[config.mk]
export PLATFORM = sky130hd
export DESIGN_NAME = layer_compositor
export DESIGN_NICKNAME = d
export VERILOG_FILES = /design/src/rtl/layer_compositor.sv
export SDC_FILE = /design/constraint.sdc
export NUM_CORES = 1
export LEC_CHECK = 0
export CAP_MARGIN = 20
export CELL_PAD_IN_SITES_DETAIL_PLACEMENT = 0
export CELL_PAD_IN_SITES_GLOBAL_PLACEMENT = 1
export CORE_ASPECT_RATIO = 0.75
export CORE_MARGIN = 5
export CORE_UTILIZATION = 45
export DETAILED_ROUTE_END_ITERATION = 10
export DONT_BUFFER_PORTS = 1
export PLACE_DENSITY = 0.8
export SYNTH_ARGS = -nofsm -noshare
export SYNTH_HDL_FRONTEND = slang
export SYNTH_SLANG_ARGS = --single-unit
[constraint.sdc]
create_clock -name clk -period 8.4 [get_ports clk]
set_clock_uncertainty 0.05 [all_clocks]
set_input_delay 0.42 -clock clk [delete_from_list [all_inputs] [get_ports clk]]
set_output_delay 0.42 -clock clk [all_outputs]
set_load 0.05 [all_outputs]
[src/rtl/layer_compositor.sv]
// layer_compositor: run-time positioned sprite layers over a background,
// composited through a 3-stage pixel pipeline with game-state scene modes.
module layer_compositor #(
  parameter int NUM_LAYERS = 4,
  parameter int AW = 12,
  parameter int SCR_W = 640,
  parameter int SCR_H = 480,
  parameter logic [15:0] KEY_COLOR = 16'hFFFF,
  parameter logic [15:0] INIT_COLOR = 16'hF0FF,
  localparam int SW = (NUM_LAYERS > 1) ? $clog2(NUM_LAYERS) : 1
) (
  input  logic                     clk,
  input  logic                     rst,
  input  logic                     pix_valid,
  input  logic [9:0]               posX,
  input  logic [8:0]               posY,
  input  logic [1:0]               game_state,
  input  logic [NUM_LAYERS-1:0]    layer_en,
  input  logic                     cfg_we,
  input  logic [SW-1:0]            cfg_sel,
  input  logic [9:0]               cfg_x,
  input  logic [8:0]               cfg_y,
  input  logic [9:0]               cfg_w,
  input  logic [8:0]               cfg_h,
  output logic [NUM_LAYERS*AW-1:0] rom_addr,
  input  logic [NUM_LAYERS*16-1:0] rom_data,
  output logic [18:0]              bg_addr,
  input  logic [15:0]              bg_data,
  output logic [15:0]              ocolor,
  output logic                     ocolor_valid
);

  localparam logic [1:0] GS_INITIAL = 2'b00;
  localparam logic [1:0] GS_OVER    = 2'b10;
  localparam logic [1:0] GS_SUCCESS = 2'b11;

  logic [9:0] cx [NUM_LAYERS];
  logic [8:0] cy [NUM_LAYERS];
  logic [9:0] cw [NUM_LAYERS];
  logic [8:0] ch [NUM_LAYERS];

  logic signed [10:0] rx [NUM_LAYERS];
  logic signed [10:0] ry [NUM_LAYERS];
  logic [21:0]        prod [NUM_LAYERS];
  logic [NUM_LAYERS-1:0] hit_c;
  logic [18:0]        bg_c;
  logic               on_scr;

  logic [NUM_LAYERS-1:0] hit1, hit2;
  logic [1:0]            gs1, gs2;
  logic                  v1, v2;

  logic [15:0] pick;
  logic [15:0] mix_c;

  // Layer geometry registers; out-of-range selects match no layer.
  always_ff @(posedge clk or posedge rst) begin
    if (rst) begin
      for (int i = 0; i < NUM_LAYERS; i++) begin
        cx[i] <= '0;
        cy[i] <= '0;
        cw[i] <= '0;
        ch[i] <= '0;
      end
    end else if (cfg_we) begin
      for (int i = 0; i < NUM_LAYERS; i++) begin
        if (cfg_sel == SW'(i)) begin
          cx[i] <= cfg_x;
          cy[i] <= cfg_y;
          cw[i] <= cfg_w;
          ch[i] <= cfg_h;
        end
      end
    end
  end

  assign on_scr = (posX < 10'(SCR_W)) && (posY < 9'(SCR_H));
  assign bg_c = 19'(posY) * 19'(SCR_W) + 19'(posX);

  // Signed rectangle test and sprite address per layer (no unsigned wrap).
  always_comb begin
    for (int i = 0; i < NUM_LAYERS; i++) begin
      rx[i] = $signed({1'b0, posX}) - $signed({1'b0, cx[i]});
      ry[i] = $signed({2'b0, posY}) - $signed({2'b0, cy[i]});
      prod[i] = 22'(ry[i]) * 22'(cw[i]) + 22'(rx[i]);
      hit_c[i] = on_scr && layer_en[i] && (cw[i] != 10'd0)
              && !rx[i][10] && (rx[i] < $signed({1'b0, cw[i]}))
              && !ry[i][10] && (ry[i] < $signed({2'b0, ch[i]}));
    end
  end

  // S1 and S2: addresses out to the ROMs, control delayed to meet the data.
  always_ff @(posedge clk or posedge rst) begin
    if (rst) begin
      rom_addr <= '0;
      bg_addr  <= '0;
      hit1     <= '0;
      gs1      <= '0;
      v1       <= 1'b0;
      hit2     <= '0;
      gs2      <= '0;
      v2       <= 1'b0;
    end else begin
      for (int i = 0; i < NUM_LAYERS; i++)
        rom_addr[i*AW +: AW] <= prod[i][AW-1:0];
      bg_addr <= bg_c;
      hit1    <= hit_c;
      gs1     <= game_state;
      v1      <= pix_valid;
      hit2    <= hit1;
      gs2     <= gs1;
      v2      <= v1;
    end
  end

  // Priority pick: lowest index wins unless the reward layer is promoted.
  always_comb begin
    pick = bg_data;
    for (int i = NUM_LAYERS - 1; i >= 0; i--) begin
      if (hit2[i] && rom_data[i*16 +: 16] != KEY_COLOR)
        pick = rom_data[i*16 +: 16];
    end
    if (gs2 == GS_SUCCESS && hit2[NUM_LAYERS-1]
        && rom_data[(NUM_LAYERS-1)*16 +: 16] != KEY_COLOR)
      pick = rom_data[(NUM_LAYERS-1)*16 +: 16];
    mix_c = pick;
    case (gs2)
      GS_INITIAL: mix_c = INIT_COLOR;
      GS_OVER: begin
        if (pick != KEY_COLOR)
          mix_c = {1'b0, pick[15:12], 1'b0, pick[10:6], 1'b0, pick[4:1]};
      end
      default: mix_c = pick;
    endcase
  end

  // S3: output register; bubbles leave the last colour in place.
  always_ff @(posedge clk or posedge rst) begin
    if (rst) begin
      ocolor       <= 16'h0000;
      ocolor_valid <= 1'b0;
    end else begin
      ocolor_valid <= v2;
      if (v2)
        ocolor <= mix_c;
    end
  end

endmodule

# --- After elaboration in Yosys (flattened, before gate mapping) ---
# Index checks and enable logic that the tools add are counted.
classes:
  n_addsub: 13
  n_mul: 5
  order_cmp: 10
  n_eq_ne: 10
  n_mux: 7
  reduce_logical: 49
op_table:
  columns: ["op", "n"]
  rows:
  - ["$mux W16", 6]
  - ["$ne A16 B16 Y1 const B", 5]
  - ["$add A12 B11 Y12", 4]
  - ["$mul A10 B11 Y12", 4]
  - ["$lt A11 B11 Y1", 4]
  - ["$sub A10 B10 Y11", 4]
  - ["$lt A10 B10 Y1", 4]
  - ["$reduce_bool A10 Y1", 4]
  - ["$sub A9 B9 Y10", 4]
  - ["$pmux W16 S2", 1]
  - ["$logic_and A1 B1 Y1", 31]
  - ["$add A19 B10 Y19", 1]
  - ["$mul A9 B3 Y12 const B", 1]
  - ["$lt A10 B10 Y1 const B", 1]
  - ["$lt A9 B9 Y1 const B", 1]
  - ["$eq A2 B2 Y1 const B", 4]
  - ["$logic_not A1 Y1", 8]
  - ["$reduce_and A2 Y1", 4]
  - ["$logic_not A2 Y1", 2]
  - ["$eq A2 B1 Y1 const B", 1]
word_totals:
  regBits: 250
  input_bits: 149

# --- Logic depth before layout (Yosys ltp) ---
# Gate-level depths: netlist (run 1).
logic_depth:
  ltp_word: 10
  depth_mapped: 28
  ltp_nobuf: 28

# --- Worst setup path before layout (run 1) ---
# Ideal clock, no wire load.
synth_timing:
  path_kind: "input to register"
  startpoint: "input port posY[1]"
  endpoint: "register rom_addr[11]"
  t_arrival_ns: 6.346
  required_ns: 8.227
  slack_ns: 1.881
  path_stages: 22
  n_path_buf: 0
  path_cell_list: "ha_1 > nor2b_1 > o21ai_0 > a21oi_1 > o21a_1 > o41a_1 > a31oi_1 > nand2b_1 > fa_1 > fa_1 > fa_1 > fa_1 > fa_1 > inv_1 > ha_1 > or2_2 > a21oi_1 > a21oi_1 > xnor2_1 > xnor3_1 > xor2_1 > xnor2_1"
synth_lines:
  columns: ["element", "line", "source"]
  rows:
  - ["start, declared", "16", "input logic [8:0] posY,"]
  - ["end signal, assigned by index", "105", "rom_addr[i*AW +: AW] <= prod[i][AW-1:0];"]
  - ["end, declared", "25", "output logic [NUM_LAYERS*AW-1:0] rom_addr,"]

==> results.sh, run 1 <==
export IMPL_status="complete, no violations"
export IMPL_crit_top_cell="fa_1"
export IMPL_criticalPathCategory="reg2reg"
export IMPL_ctsResizeCount=0
export IMPL_first_iter_violations=1293
export IMPL_cts_tree="yes"
export IMPL_path_max_fanout=5
export IMPL_end_kind="flop"
export IMPL_place_port_buffers=0
export IMPL_crit_arrival_ns=7.47
export IMPL_critPathLaunchType="flop"
export IMPL_hpwl_um=56900
export IMPL_dieArea_um2=59200
export IMPL_grt_max_degree=120
export IMPL_firstDrtPassIters=5
export IMPL_finalHoldViolations=0
export IMPL_cts_setup_buffers=0
export IMPL_gp_congestion=0.941
export IMPL_cts_root_buf="clkbuf_16"
export IMPL_syn_num_nets=3250
export IMPL_yosysUniqueCellTypes=65
export IMPL_period_minus_slack_ns=7.05
export IMPL_synth_edff_count=0
export IMPL_maxSlewHeadroom_pct=29.9
export IMPL_ys_top_cells_by_count="inv_1, ha_1, dfrtp_1"
export IMPL_start_util_pct=45.2
export IMPL_clkTransAtPathRegs_ns=0.07
export IMPL_rows=74
export IMPL_fmax_ghz=0.142
export IMPL_grt_overflow_total=0
export IMPL_fin_setup_tns_ns=0
export IMPL_ant_nets=0
export IMPL_cts_buffers=29
export IMPL_ys_top_cells_by_area="dfrtp_1, fa_1, ha_1"
export IMPL_syn_inst=2590
export IMPL_num_vias=18336
export IMPL_wl_per_cell_um=21.5
export IMPL_synth_top_area_share_pct=25.6
export IMPL_clockBufferDepth=3
export IMPL_die_height_um=212
export IMPL_rsz0062_at_grt="false"
export IMPL_whs_ns=0.0358
export IMPL_yosys_area_top_type="dfrtp_1"
export IMPL_worst_pin_slew_ns=1.05
export IMPL_die_w_um=279
export IMPL_gr_usage_all_layers_pct=24.8
export IMPL_max_stage_delay_ns=0.55
export IMPL_worstSkewPairLatency_ns=0.60
export IMPL_slew_viol_final=0
export IMPL_cp_required_ns=8.82
export IMPL_drc=0
export IMPL_crit_path_cell_trace="inv_1 > ha_1 > nor2b_1 > o21ai_0 > a21oi_1 > o21a_1 > o41a_1 > a31oi_1 > nand2b_1 > fa_1 > fa_1 > fa_1 > fa_1 > fa_1 > inv_1 > ha_1 > or2_2 > a21oi_1 > a21oi_1 > xnor2_1 > xnor3_1 > xor2_1 > xnor2_1"
export IMPL_synth_most_common_cell="inv_1"
export IMPL_cap_violations=0
export IMPL_syn_avg_cell_area_um2=9.44
export IMPL_ys_ff_latch=250
export IMPL_grt_pass1_vias=18976
export IMPL_boundaryPins=233
export IMPL_synth_area_um2=24500
export IMPL_synthToLayoutAreaGrowth_pct=10.2
export IMPL_grt_pass1_wl_um=114000
export IMPL_wirelength_um=72500
export IMPL_antenna_found_initial=23
export IMPL_vias_per_cell=5.43
export IMPL_drive_gt1_share_pct=8.20
export IMPL_clock_sinks=250
export IMPL_layout_cells_non_filler=3378
export IMPL_setup_viol=0
export IMPL_dp_cells=3262
export IMPL_fin_nets=3284
export IMPL_yosysSeqAreaShare_pct=25.6
export IMPL_cp_slowest_cell="fa_1"
export IMPL_post_route_period_util_pct=84.0
export IMPL_hold_buffers=52
export IMPL_fin_area_um2=26900
export IMPL_async_flop_share_pct=100
export IMPL_multi_input_area_um2=16100
export IMPL_synthFlopType="dfrtp_1"
export IMPL_nFillCells=5042
export IMPL_dpl_cell_area_um2=25300
export IMPL_hold_class="in2reg"
export IMPL_regArea_um2=6260
export IMPL_yosys_warnings=0
export IMPL_htreeDepth=1
export IMPL_coreArea_um2=54200
-- area by class of cell --
type                    instances  share of cell area (%)
clock inverters                17                    1.10
multi-input cells            1770                    59.7
repair buffers                 72                    2.54
inverters                     501                    7.01
clock buffers                  37                    3.03
diodes                          9                  0.0836
well taps                     722                    3.35
flip-flops and latches        250                    23.2
-- sequential cells by signal, summed over array words and instances (netlist names) --
register / count
cw: 40
ocolor: 16
cx: 40
v2: 1
hit1: 4
rom_addr: 48
ch: 36
hit2: 4
gs1: 2
ocolor_valid: 1
gs2: 2
bg_addr: 19
v1: 1
cy: 36
-- cells by family (layout without fill, tap and decap cells) --
group	count (synthesis)	in the layout	share of synthesized area, %
flip-flops	250	250	25.6
buffers and inverters	570	627	8.76
AO/OA/AOI/OAI	351	351	9.39
AND/OR/NAND/NOR	647	647	12.5
XOR/XNOR	132	132	5.41
other	0	9	0
multiplexers	129	129	5.93
adder cells (fa/ha/maj)	511	511	32.5
-- per-stage QoR --
stage	setup WS, ns	util, %
after global placement	1.41	46.7
after detailed placement	1.31	46.7
final	1.35	49.7
after floorplan	1.06	-
after global routing	0.922	49.7
after CTS	1.35	49.7
-- metal layers --
layer | GRT usage [%] | vias to the layer above | share of wire, %
met4 | 5.28 | 12 | 2.5
li1 | - | 8481 | -
met1 | 35.0 | 9082 | 44
met2 | 39.2 | 637 | 44
met3 | 5.95 | 124 | 8.9
met5 | 0 | - | 0.10
-- cells in the final DEF, fill, tap and decap left out, types with 17 or more instances in the layout --
cell           instances
o21ai_0              107
mux2_2               128
xnor2_1               84
dlygate4sd3_1         52
nor2b_1               37
fa_1                 206
ha_1                 305
nand2b_1              17
nand2_1              244
and2_1                66
a21o_1                18
clkbuf_16             29
nor2_1               147
a21oi_1               65
xor2_1                36
nand3_1               19
nand4_1               21
dfrtp_1              250
a21boi_0              30
o21a_1                28
buf_4                 19
nor3_1                40
inv_1                498
-- worst paths after layout --
| kind | start | end | slack (ns) | cells after the start |
|---|---|---|---|---|
| min | layer_en[3] | hit1[3] | 0.04 | 3 |
| max reg2reg | cy[28] | rom_addr[11] | 1.35 | 23 |
| min reg2reg | hit1[2] | hit2[2] | 0.30 | 0 |
| max in group asynchronous | rst | cy[34] | 6.46 | 3 |
| min in group asynchronous | rst | rom_addr[35] | 0.47 | 2 |
| max | cy[28] | rom_addr[11] | 1.35 | 23 |
-- worst max-delay path, delay by kind of cell, from the launching register on --
kind	cells	cell delay, ns
xor+xnor	4	0.91
flops	1	0.37
compound gates	7	1.66
buf+inv	2	0.11
simple gates	3	0.60
fa+ha+maj	7	3.25
Power of run 1 is not shown: default switching activity piles up to over one toggle a cycle in this logic, so the estimate is an artifact.
==> run 2, diff against run 1 <==
--- a/config.mk
+++ b/config.mk
@@ -5,6 +5,7 @@
 export SDC_FILE = /design/constraint.sdc
 export NUM_CORES = 1
 export LEC_CHECK = 0
+export ABC_AREA = 1
 export CAP_MARGIN = 20
 export CELL_PAD_IN_SITES_DETAIL_PLACEMENT = 0
 export CELL_PAD_IN_SITES_GLOBAL_PLACEMENT = 1
@@ -13,7 +14,7 @@
 export CORE_UTILIZATION = 45
 export DETAILED_ROUTE_END_ITERATION = 10
 export DONT_BUFFER_PORTS = 1
-export PLACE_DENSITY = 0.8
+export PLACE_DENSITY = 0.85
 export SYNTH_ARGS = -nofsm -noshare
 export SYNTH_HDL_FRONTEND = slang
 export SYNTH_SLANG_ARGS = --single-unit
==> constraint.sdc (replaced) <==
create_clock -name clk -period 5.9 [get_ports clk]
set_clock_uncertainty 0.05 [all_clocks]
set_input_delay 0.295 -clock clk [delete_from_list [all_inputs] [get_ports clk]]
set_output_delay 0.295 -clock clk [all_outputs]
set_load 0.05 [all_outputs]
==> results.sh, run 2 <==
export IMPL_cp_required_ns=6.31
export IMPL_coreArea_um2=55600
export IMPL_worstSkewPairLatency_ns=0.62
export IMPL_yosysUniqueCellTypes=52
export IMPL_die_w_um=283
export IMPL_synth_edff_count=0
export IMPL_ys_top_cells_by_area="dfrtp_1, fa_1, ha_1"
export IMPL_largest_register="rom_addr"
export IMPL_maxSlewHeadroom_pct=21.0
export IMPL_clock_sinks=250
export IMPL_gp_congestion=0.950
export IMPL_leakage_nw=14.8
export IMPL_yosys_area_top_type="dfrtp_1"
export IMPL_worst_pin_slew_ns=1.18
export IMPL_syn_inst=3195
export IMPL_synthToLayoutAreaGrowth_pct=11.7
export IMPL_yosysSeqAreaShare_pct=24.8
export IMPL_yosys_warnings=0
export IMPL_boundaryPins=233
export IMPL_post_route_period_util_pct=95.9
export IMPL_grt_max_degree=159
export IMPL_wirelength_um=74100
export IMPL_cts_tree="yes"
export IMPL_fmax_ghz=0.177
export IMPL_status="complete, no violations"
export IMPL_ys_top_cells_by_count="nand2_1, inv_1, ha_1"
export IMPL_rsz0062_at_grt="true"
export IMPL_gr_usage_all_layers_pct=24.0
export IMPL_final_cell_mix="nand2_1, inv_1, ha_1, dfrtp_1, o21ai_0"
export IMPL_wl_per_cell_um=18.4
export IMPL_clockBufferDepth=3
export IMPL_crit_arrival_ns=6.07
export IMPL_criticalPathCategory="reg2reg"
export IMPL_ant_nets=0
export IMPL_critPathLaunchType="flop"
export IMPL_hold_class="in2reg"
export IMPL_synth_area_um2=25200
export IMPL_finalHoldViolations=0
export IMPL_grt_pass1_wl_um=115000
export IMPL_firstDrtPassIters=5
export IMPL_dieArea_um2=60900
export IMPL_fin_setup_tns_ns=0
export IMPL_drive_gt1_share_pct=7.27
export IMPL_power_density_nw_per_um2=695
export IMPL_num_vias=20449
export IMPL_design_power_total_mw=19.6
export IMPL_vias_per_cell=5.08
export IMPL_async_flop_share_pct=100
export IMPL_period_minus_slack_ns=5.66
export IMPL_largest_register_ffs=48
export IMPL_setup_viol=0
export IMPL_dr_wl_met2_um=31300
export IMPL_final_common_cell="nand2_1"
export IMPL_synthFlopType="dfrtp_1"
export IMPL_drc=0
export IMPL_dpl_cell_area_um2=26300
export IMPL_peakVddDrop_mv=0.657
export IMPL_synth_top_area_share_pct=24.8
export IMPL_die_height_um=215
export IMPL_end_kind="flop"
export IMPL_grt_overflow_total=0
export IMPL_cts_buffers=30
export IMPL_highest_layer="met5"
export IMPL_layout_setup_ws_ns=0.243
export IMPL_clkTransAtPathRegs_ns=0.06
export IMPL_whs_ns=0.0358
export IMPL_hpwl_um=58300
export IMPL_cap_violations=0
export IMPL_fin_area_um2=28200
export IMPL_final_core_util_pct=50.6
export IMPL_syn_num_nets=3855
export IMPL_layout_cells_non_filler=4027
export IMPL_place_port_buffers=0
export IMPL_start_util_pct=45.3
export IMPL_fin_nets=3929
export IMPL_dp_cells=3916
export IMPL_slew_viol_final=0
export IMPL_rows=75
export IMPL_met3_length_um=8390
export IMPL_syn_avg_cell_area_um2=7.89
export IMPL_grt_pass1_vias=20028
export IMPL_htreeDepth=1
export IMPL_ys_ff_latch=250
export IMPL_synth_most_common_cell="nand2_1"
export IMPL_first_iter_violations=1615
export IMPL_top_regs="rom_addr (48), cw (40), cx (40)"
export IMPL_antenna_found_initial=13
export IMPL_cts_root_buf="clkbuf_16"
export IMPL_dp_slack_ns=-0.0534
export IMPL_path_max_fanout=3
export IMPL_wl_met1_um=32700
-- run 2: cell types whose count changed after synthesis, sizes merged, moves of 28 or more --
cell / previous run / this run
a21oi: 65 / 114
and2: 66 / 1
inv: 499 / 715
mux2: 128 / 0
nand2: 244 / 735
nand3: 20 / 111
nor2: 147 / 199
nor2b: 37 / 0
nor3: 40 / 3
o21a: 28 / 0
o21ai: 108 / 220
xnor2: 84 / 38
xor2: 36 / 74
-- run 2: logic make-up (layout without fill, tap and decap cells) --
group           after synthesis  after routing  synth area share, %
buf+inv                     802            895                 12.2
compound gates              397            397                 8.94
xor+xnor                    112            112                 4.16
simple gates               1123           1123                 18.4
flops                       250            250                 24.8
other cells                   0              8                    0
fa+ha+maj                   511            511                 31.5
-- run 2: final cells by class --
| cell class | count | area (um2) |
|---|---|---|
| repair buffers | 120 | 1050 |
| clock inverters | 13 | 250 |
| well taps | 731 | 915 |
| fillers | 5411 | 27500 |
| diodes | 8 | 20.0 |
| inverters | 724 | 2730 |
| multi-input cells | 2143 | 16100 |
| clock buffers | 38 | 831 |
| flip-flops and latches | 250 | 6260 |
-- run 2: worst paths after layout --
path                            slack [ns]    startpoint  cells past startpoint           end
worst max register to register        0.24        cy[27]                     27  rom_addr[11]
worst min-delay path                  0.04  rom_data[59]                      4    ocolor[11]
min in group asynchronous             0.29           rst                      2  rom_addr[40]
worst min register to register        0.31       hit1[0]                      0       hit2[0]
max in group asynchronous             4.10           rst                      3  rom_addr[30]
worst max-delay path                  0.24        cy[27]                     27  rom_addr[11]
-- run 2: what timing repair did --
action,in CTS,in global routing
resized for setup,0,60
hold buffers,45,0
endpoints found under the hold margin,134,0
pin swaps,7,41
buffers inserted,0,7
gates cloned,0,0
setup endpoints to repair,1,5
-- run 2: worst max-delay path, stage by stage, from the launching register on --
cell and delay, ns:
dfrtp_1 0.38, ha_2 0.18, fa_2 0.34, inv_1 0.06, nand2_1 0.05, nand2_1 0.06
o21ai_2 0.08, nor2_2 0.12, nor2_2 0.06, o21ai_2 0.18, xor2_2 0.21, buf_4 0.16
nand2_1 0.06, fa_1 0.52, fa_1 0.45, fa_1 0.57, fa_1 0.44, fa_1 0.55
inv_1 0.04, ha_1 0.26, inv_1 0.05, o21bai_1 0.14, xor2_1 0.20, inv_1 0.06
nand2_1 0.07, nand2_1 0.05, nand2_1 0.05, nand2_1 0.05
-- run 2: per-layer routing --
metal	global-route usage, %	vias to the layer above
li1	-	10007
met1	33.8	9599
met2	36.4	734
met3	8.27	99
met4	4.77	10
met5	0	-
-- run 2: report_power, final --
| group | internal (mW) | total [mW] | switching, mW |
|---|---|---|---|
| Clock | 1.25 | 2.07 | 0.814 |
| Sequential | 2.30 | 3.34 | 1.04 |
| Combinational | 6.32 | 14.2 | 7.84 |
| Total | 9.87 | 19.6 | 9.70 |
Power figures use the tool's default switching activity.
